==> src/rtl/hamm_pkg.sv <==
// Shared widths, FSM state and result payload for the (7,4) Hamming decode scheduler.
package hamm_pkg;

  localparam int unsigned CODE_W = 7;
  localparam int unsigned DATA_W = 4;
  localparam int unsigned SYN_W  = 3;

  typedef enum logic {
    EMPTY = 1'b0,
    FULL  = 1'b1
  } state_e;

  typedef struct packed {
    logic [DATA_W-1:0] data;
    logic [SYN_W-1:0]  syn;
    logic              src;
  } res_t;

endpackage

==> src/rtl/hamm_decoder.sv <==
// Combinational (7,4) Hamming SEC decoder; codeword bit k lives at index k-1.
module hamm_decoder
  import hamm_pkg::*;
(
  input  logic [CODE_W-1:0] i_code,
  output logic [DATA_W-1:0] o_data,
  output logic [SYN_W-1:0]  o_syn
);

  logic w_s1, w_s2, w_s4;

  assign w_s1  = i_code[0] ^ i_code[2] ^ i_code[4] ^ i_code[6];
  assign w_s2  = i_code[1] ^ i_code[2] ^ i_code[5] ^ i_code[6];
  assign w_s4  = i_code[3] ^ i_code[4] ^ i_code[5] ^ i_code[6];
  assign o_syn = {w_s4, w_s2, w_s1};

  // Only data positions need correcting; a parity-bit syndrome leaves data as received.
  assign o_data[3] = i_code[6] ^ (o_syn == SYN_W'(7));
  assign o_data[2] = i_code[5] ^ (o_syn == SYN_W'(6));
  assign o_data[1] = i_code[4] ^ (o_syn == SYN_W'(5));
  assign o_data[0] = i_code[2] ^ (o_syn == SYN_W'(3));

endmodule

==> src/rtl/hamm_rr_arb2.sv <==
// Two-way round-robin arbiter; the last-grant pointer advances only on an accepted grant.
module hamm_rr_arb2 (
  input  logic       clk,
  input  logic       rst,
  input  logic [1:0] i_valid,
  input  logic       i_accept,
  output logic       o_grant
);

  logic r_last;
  logic w_grant;

  always_comb begin
    w_grant = i_valid[1];
    if (&i_valid) w_grant = ~r_last;
  end

  // Reset value 1 lets ch0 win the first contested cycle.
  always_ff @(posedge clk) begin
    if (rst) begin
      r_last <= 1'b1;
    end else if (i_accept) begin
      r_last <= w_grant;
    end
  end

  assign o_grant = w_grant;

endmodule

==> src/rtl/hamm_dec_sched.sv <==
// Two-channel round-robin scheduler over one shared Hamming decoder with a registered result.
// Optional per-channel corrected-error counters are built when HAMM_ERR_STATS_EN is defined.
module hamm_dec_sched
  import hamm_pkg::*;
#(
  parameter int unsigned CNT_W = 16
) (
  input  logic              clk,
  input  logic              rst,
  input  logic              ch0_valid,
  input  logic [CODE_W-1:0] ch0_code,
  output logic              ch0_ready,
  input  logic              ch1_valid,
  input  logic [CODE_W-1:0] ch1_code,
  output logic              ch1_ready,
  output logic              out_valid,
  input  logic              out_ready,
  output logic [DATA_W-1:0] out_data,
  output logic [SYN_W-1:0]  out_syn,
  output logic              out_src,
  input  logic              err_clr,
  output logic [CNT_W-1:0]  err_cnt0,
  output logic [CNT_W-1:0]  err_cnt1
);

  state_e            r_state;
  logic              r_out_valid;
  res_t              r_res;

  logic              w_can_load;
  logic              w_any_valid;
  logic              w_accept;
  logic              w_grant;
  logic [CODE_W-1:0] w_code;
  logic [DATA_W-1:0] w_data;
  logic [SYN_W-1:0]  w_syn;
  res_t              w_res;

  assign w_any_valid = ch0_valid | ch1_valid;
  assign w_can_load  = (r_state == EMPTY) | out_ready;
  assign w_accept    = w_can_load & w_any_valid;
  assign ch0_ready   = w_can_load & ~w_grant;
  assign ch1_ready   = w_can_load & w_grant;
  assign w_code      = w_grant ? ch1_code : ch0_code;

  hamm_rr_arb2 u_arb (
    .clk      (clk),
    .rst      (rst),
    .i_valid  ({ch1_valid, ch0_valid}),
    .i_accept (w_accept),
    .o_grant  (w_grant)
  );

  hamm_decoder u_dec (
    .i_code (w_code),
    .o_data (w_data),
    .o_syn  (w_syn)
  );

  assign w_res = '{data: w_data, syn: w_syn, src: w_grant};

  // Output register FSM: FULL holds its result until out_ready, then reloads or drains.
  always_ff @(posedge clk) begin
    if (rst) begin
      r_state     <= EMPTY;
      r_out_valid <= 1'b0;
      r_res       <= '0;
    end else begin
      case (r_state)
        EMPTY: begin
          if (w_any_valid) begin
            r_state     <= FULL;
            r_out_valid <= 1'b1;
            r_res       <= w_res;
          end
        end
        FULL: begin
          if (out_ready) begin
            if (w_any_valid) begin
              r_out_valid <= 1'b1;
              r_res       <= w_res;
            end else begin
              r_state     <= EMPTY;
              r_out_valid <= 1'b0;
            end
          end
        end
        default: begin
          r_state     <= EMPTY;
          r_out_valid <= 1'b0;
        end
      endcase
    end
  end

  assign out_valid = r_out_valid;
  assign out_data  = r_res.data;
  assign out_syn   = r_res.syn;
  assign out_src   = r_res.src;

`ifdef HAMM_ERR_STATS_EN
  localparam logic [CNT_W-1:0] CNT_MAX = '1;

  logic [CNT_W-1:0] r_cnt0;
  logic [CNT_W-1:0] r_cnt1;
  logic             w_err;

  assign w_err = w_accept & (w_syn != '0);

  // Clear wins over a same-cycle increment; counts stick at all-ones.
  always_ff @(posedge clk) begin
    if (rst || err_clr) begin
      r_cnt0 <= '0;
      r_cnt1 <= '0;
    end else if (w_err) begin
      if (!w_grant && (r_cnt0 != CNT_MAX)) r_cnt0 <= r_cnt0 + CNT_W'(1);
      if (w_grant && (r_cnt1 != CNT_MAX))  r_cnt1 <= r_cnt1 + CNT_W'(1);
    end
  end

  assign err_cnt0 = r_cnt0;
  assign err_cnt1 = r_cnt1;
`else
  logic w_unused_clr;

  assign w_unused_clr = err_clr;
  assign err_cnt0     = '0;
  assign err_cnt1     = '0;
`endif

endmodule

==> config.mk <==
export PLATFORM = sky130hd
export DESIGN_NAME = hamm_dec_sched
export DESIGN_NICKNAME = d
export VERILOG_FILES = /design/src/rtl/hamm_pkg.sv /design/src/rtl/hamm_decoder.sv /design/src/rtl/hamm_rr_arb2.sv /design/src/rtl/hamm_dec_sched.sv
export SDC_FILE = /design/constraint.sdc
export NUM_CORES = 1
export LEC_CHECK = 0
export BUFFER_PORTS_ARGS = -buffer_cell sky130_fd_sc_hd__buf_2
export CORE_AREA = 2 2 61 63
export CTS_CLUSTER_DIAMETER = 50
export DETAILED_ROUTE_END_ITERATION = 8
export DIE_AREA = 0 0 63 65
export PLACE_DENSITY_LB_ADDON = 0.1
export SLEW_MARGIN = 30
export SYNTH_ARGS = -nofsm -noshare
export SYNTH_HDL_FRONTEND = slang
export SYNTH_SLANG_ARGS = --single-unit
==> constraint.sdc <==
create_clock -name clk -period 2.3 [get_ports clk]
set_input_delay 0.23 -clock clk [delete_from_list [all_inputs] [get_ports clk]]
set_output_delay 0.23 -clock clk [all_outputs]
set_load 0.01 [all_outputs]
# Yosys cells after proc, flatten, opt, wreduce, memory -nomap -nowiden
# Cells that the tools add are included.
totals:
  register_bits: 11
  in_bits: 20
  out_inout_bits: 43
  wordCells: 46
op_classes:
  eq_ne: 6
  mux: 11
  bitwise: 21
  n_reduce_logical: 2
op_table:
  columns: ["operator", "count"]
  rows:
  - ["two-way mux 8 bit", 2]
  - ["one-hot mux 8 bit (2 select lines)", 1]
  - ["bitwise XOR 1 bit", 13]
  - ["equality test 3 bit (second input constant)", 3]
  - ["two-way mux 7 bit", 1]
  - ["two-way mux 1 bit", 5]
  - ["inequality test 2 bit (second input constant)", 2]
  - ["one-hot mux 1 bit (2 select lines)", 2]
  - ["AND reduction 2 bit", 2]
  - ["bitwise AND 1 bit", 3]
  - ["equality test 3 x 2 -> 1 bit (second input constant)", 1]
  - ["inverter 1 bit", 3]
  - ["bitwise OR 1 bit", 2]

# Logic depth before layout (Yosys ltp)
depth:
  depth_word: 11
  ltp_mapped: 6
  ltp_nobuf: 5

# Cells and area by module
# Synthesis repeated with hierarchy kept, for this count alone.
unflattened:
  cells_unflattened: 132
  area_unflattened_um2: 1072.3
by_module_without_submodules:
  columns: ["module", "n_inst", "cells_per_inst", "area_each_um2"]
  rows:
  - ["hamm_dec_sched", 1, 89, 753.2]
  - ["hamm_decoder", 1, 39, 276.5]
  - ["hamm_rr_arb2", 1, 4, 42.5]

# Worst setup path before layout
# No wires, ideal clock.
synth_path:
  path_type: "input to register"
  start: "in ch1_code[4]"
  end: "reg r_res (netlist bit out_data[2])"
  setup_time_ns: 0.086
  arrival_time_ns: 1.480
  setup_slack_ns: 0.734
  cell_stages: 6
  cell_sequence: "buf_6 > xnor3_2 > xnor2_2 > a311oi_1 > o22ai_1 > a211oi_1"
synth_via:
  elab_chain_len: 9
  elab_cells_between_ends: 11
  classes_between: "1 x eq/ne; 4 x mux; 6 x bitwise"
synth_rtl:
  columns: ["element", "line_no", "rtl"]
  rows:
  - ["start: declaration", "hamm_dec_sched.sv:14", "input logic [CODE_W-1:0] ch1_code,"]
  - ["two-way mux 7 bit *", "hamm_dec_sched.sv:44", "assign w_code = w_grant ? ch1_code : ch0_code;"]
  - ["bitwise XOR 1 bit (3 in series)", "hamm_decoder.sv:14", "assign w_s4 = i_code[3] ^ i_code[4] ^ i_code[5] ^ i_code[6];"]
  - ["equality test 3 bit *", "hamm_decoder.sv:19", "assign o_data[2] = i_code[5] ^ (o_syn == SYN_W'(6));"]
  - ["bitwise XOR 1 bit *", "hamm_decoder.sv:19", null]
  - ["two-way mux 8 bit *", "hamm_dec_sched.sv:71, hamm_dec_sched.sv:79", null]
  - ["two-way mux 8 bit", "hamm_dec_sched.sv:78", "if (out_ready) begin"]
  - ["one-hot mux 8 bit (2 select lines) *", "hamm_dec_sched.sv:69", "case (r_state)"]
  - ["end signal: assignment", "hamm_dec_sched.sv:74", "r_res <= w_res;"]
  - ["end signal: assignment", "hamm_dec_sched.sv:81", "r_res <= w_res;"]
  - ["end: declaration", "hamm_dec_sched.sv:28", "res_t r_res;"]
# Every way passes the cells marked *; elsewhere a longest branch is shown, timed or not. The select of a mux whose other input is x is not followed.
# A chain may end at the register's enable or synchronous reset.

# Worst setup path after layout
layout_path:
  start: "reg u_arb.r_last"
  end: "out ch1_ready"
layout_via:
  elab_chain_len: 3
layout_rtl:
  columns: ["element", "line_no", "rtl"]
  rows:
  - ["start: declaration", "hamm_rr_arb2.sv:10", "logic r_last;"]
  - ["start signal: assignment", "hamm_rr_arb2.sv:23", "r_last <= w_grant;"]
  - ["inverter 1 bit", "hamm_rr_arb2.sv:15", "if (&i_valid) w_grant = ~r_last;"]
  - ["two-way mux 1 bit", "hamm_rr_arb2.sv:15", null]
  - ["bitwise AND 1 bit", "hamm_dec_sched.sv:43", "assign ch1_ready = w_can_load & w_grant;"]
  - ["end: declaration", "hamm_dec_sched.sv:15", "output logic ch1_ready,"]
# No other way between the ends.

==> out/qor.yml <==
timing:
  period_needed_ns: 1.83
  rsz0062_at_grt: "no"
  slew_headroom: 0.650
  setup_tns_ns: 0
  setup_violations: 0
  clock.fmax_mhz: 546
  skew_ns: 0.00344
  hold_violations: 0
  finalCritPeriodShare: 0.796
  slew_violations: 0
  tightest_slew_ns: 0.522
global_routing:
  antenna_found_initial: 0
  grtUsageTotal: 0.120
  grt_pass1_vias: 894
  grt_max_degree: 10
  grt_pass1_wl_um: 3980
  overflow: 0
detailed_routing:
  wire_per_inst_um: 10.7
  drt_wl_total_um: 2430
  final_antenna_net_count: 0
  vias_per_cell: 4.38
  vias: 994
  drt_iter0_markers: 48
  route.detailed.drc: 0
  drtPass1Iterations: 4
power:
  vdd_ir_drop_max_v: 0.000170
  combinationalPowerShare: 0.438
  p_sw_frac: 0.388
  power_frac_seq: 0.349
  clockPowerShare: 0.213
  internal_power_uw: 388
  powerDensity_mw_per_mm2: 507
  leakage_nw: 0.572
  p_sw_uw: 246
setup_path:
  path_class: "reg2out"
  rr_endpoint: "out_data[3]"
  critPathRequiredTime_ns: 2.07
  startpoint_type: "flip-flop"
  regToRegSetupSlack_ns: 0.76
  crit_path_end_kind: "output pin"
  critPathMaxFanout: 9
  worstReg2RegStart: "u_arb.r_last"
  arrival_ns: 1.60
  r2r_cells: 5
floorplanning:
  start_util: 0.330
  die_x_um: 63
  boundaryPins: 63
  die_area_mm2: 0.00410
  fp-row-count: 22
  die_h_um: 65
  core-area_mm2: 0.00350
synthesis:
  synth.distinct_cells: 39
  syn_area_mm2: 0.00115
  synthMuxAreaShare: 0.0260
  synth_adder_area_share: 0
  ys_warn_count: 0
  synth.avg_cell_area_um2: 7.75
  synth-xor-area-share: 0.178
  synth_top_family_by_area: "buffers and inverters"
  synth_ff_type: "dfxtp_1"
  synth_cells: 149
  async_reset_ff_frac: 0
  yosys.area_share.simple: 0.177
  synth_seq_cells: 11
  synth-compound-area-share: 0.194
  synth_edf_count: 0
  synth_seq_area_share: 0.191
clocking:
  cts_root_buf: "clkbuf_4"
  ctsResizeCount: 0
  clkTransAtPathRegs_ns: 0.07
  post_cts_buffers: 0
  cts_max_level: 1
  numCtsBuffers: 3
  ctsHoldBuffers: 0
  cts.sinks: 11
  clkLatencyLatePin_ns: 0.27
  clockBufferDepth: 2
  cts_tree: "done"
cells_and_area:
  nFillCells: 396
  area_growth_pct: 8.23
  n_antenna_cell: 0
  stdcell_area_mm2: 0.00125
  layout-drive-gt1-share: 0.223
  stdcell_count: 227
  nNetsFinal: 200
placement:
  post_dp_cell_area_mm2: 0.00122
  dp.cells: 223
  gp_congestion: 0.786
  dp_hpwl_um: 1960
  port_buffers: 29
job:
  cap_violations: 0
run_status:
  status: "finished clean"
worst_hold_path:
  min_path_type: "in2reg"
  holdPathEnd: "out_syn[0]"
  holdPathStages: 2
  hold_start: "rst"
-- power groups by stage --
stage	Combinational, mW	Sequential [mW]	Clock, mW
final	0.277	0.221	0.135
after global routing	0.310	0.224	0.147
after CTS	0.280	0.221	0.141
after detailed placement	0.278	0.225	0
after global placement	0.279	0.225	0
after floorplan	0.230	0.233	0
-- how the worst max path moves through the flow --
stage | from | endpoint | slack (ns) | depth (start not counted)
after CTS | u_arb.r_last | ch1_ready | 0.44 | 4
after global placement | ch1_code[4] | out_data[2] | 0.56 | 6
after floorplan | ch1_code[4] | out_data[2] | 0.73 | 6
after detailed placement | ch1_code[4] | out_data[2] | 0.56 | 6
final | u_arb.r_last | ch1_ready | 0.47 | 4
after global routing | u_arb.r_last | ch1_ready | 0.32 | 4
-- per-stage QoR --
step                      hold slack, ns  power (mW)  worst slack (ns)   util
after CTS                          0.217       0.642             0.445  0.358
final                              0.223       0.633             0.468  0.358
after floorplan                    0.419       0.464             0.734      -
after detailed placement           0.449       0.503             0.561  0.350
after global routing               0.243       0.681             0.319  0.358
after global placement             0.443       0.504             0.564  0.350
-- area by class of cell --
cell class,count,area (µm²),share of cell area
multi-input combinational,132,783,0.627
sequential,11,220,0.176
timing repair buffer,30,153,0.122
tap,48,60.1,0.0480
clock buffer,4,26.3,0.0210
inverter,2,7.51,0.00601
-- flip-flops by register name (all words and copies together), names as in the netlist --
name	cells
out_syn	3
u_arb.r_last	1
out_valid	1
out_data	4
r_state	1
out_src	1
-- per-layer routing --
layer  track usage  routed length, µm
met3        0.0191                130
met4        0.0500                  0
met5             0                  0
met2         0.189               1150
met1         0.163               1150
-- cell usage in the layout, fill, tap and decap left out, types with 2 or more instances in the layout --
master,instances
dfxtp_1,11
nand2_1,15
o211ai_1,5
a21oi_1,13
conb_1,32
buf_2,29
nor2_1,8
clkbuf_4,3
a311oi_1,2
o21ai_0,2
mux2i_1,3
nand3_1,11
xor2_1,4
a211oi_1,2
xnor2_1,13
inv_1,2
or2_2,2
-- cells in the mapped netlist (2+ instances only) --
cell type,instances,area [µm²]
a211oi_1,2,15.0
mux2i_1,3,30.0
o21ai_0,2,10.0
or2_2,2,12.5
buf_4,32,240
inv_1,2,7.51
nor2_1,8,30.0
a311oi_1,2,17.5
nand3_1,11,55.1
dfxtp_1,11,220
nand2_1,15,56.3
o211ai_1,5,37.5
xor2_1,4,35.0
a21oi_1,13,65.1
xnor2_1,13,114
-- worst max-delay path, stage by stage (launching register included) --
cell and delay (ns):
dfxtp_1 0.32, nand2_1 0.10, nand2_1 0.20, nor2_1 0.48, buf_2 0.23
-- cells by family after synthesis --
kind of cell	Yosys count
AND/OR/NAND/NOR	43
multiplexers	3
other	1
buffers and inverters	37
flip-flops	11
XOR/XNOR	20
AO/OA/AOI/OAI	34
Note: power is estimated with default switching activity, not from simulation.
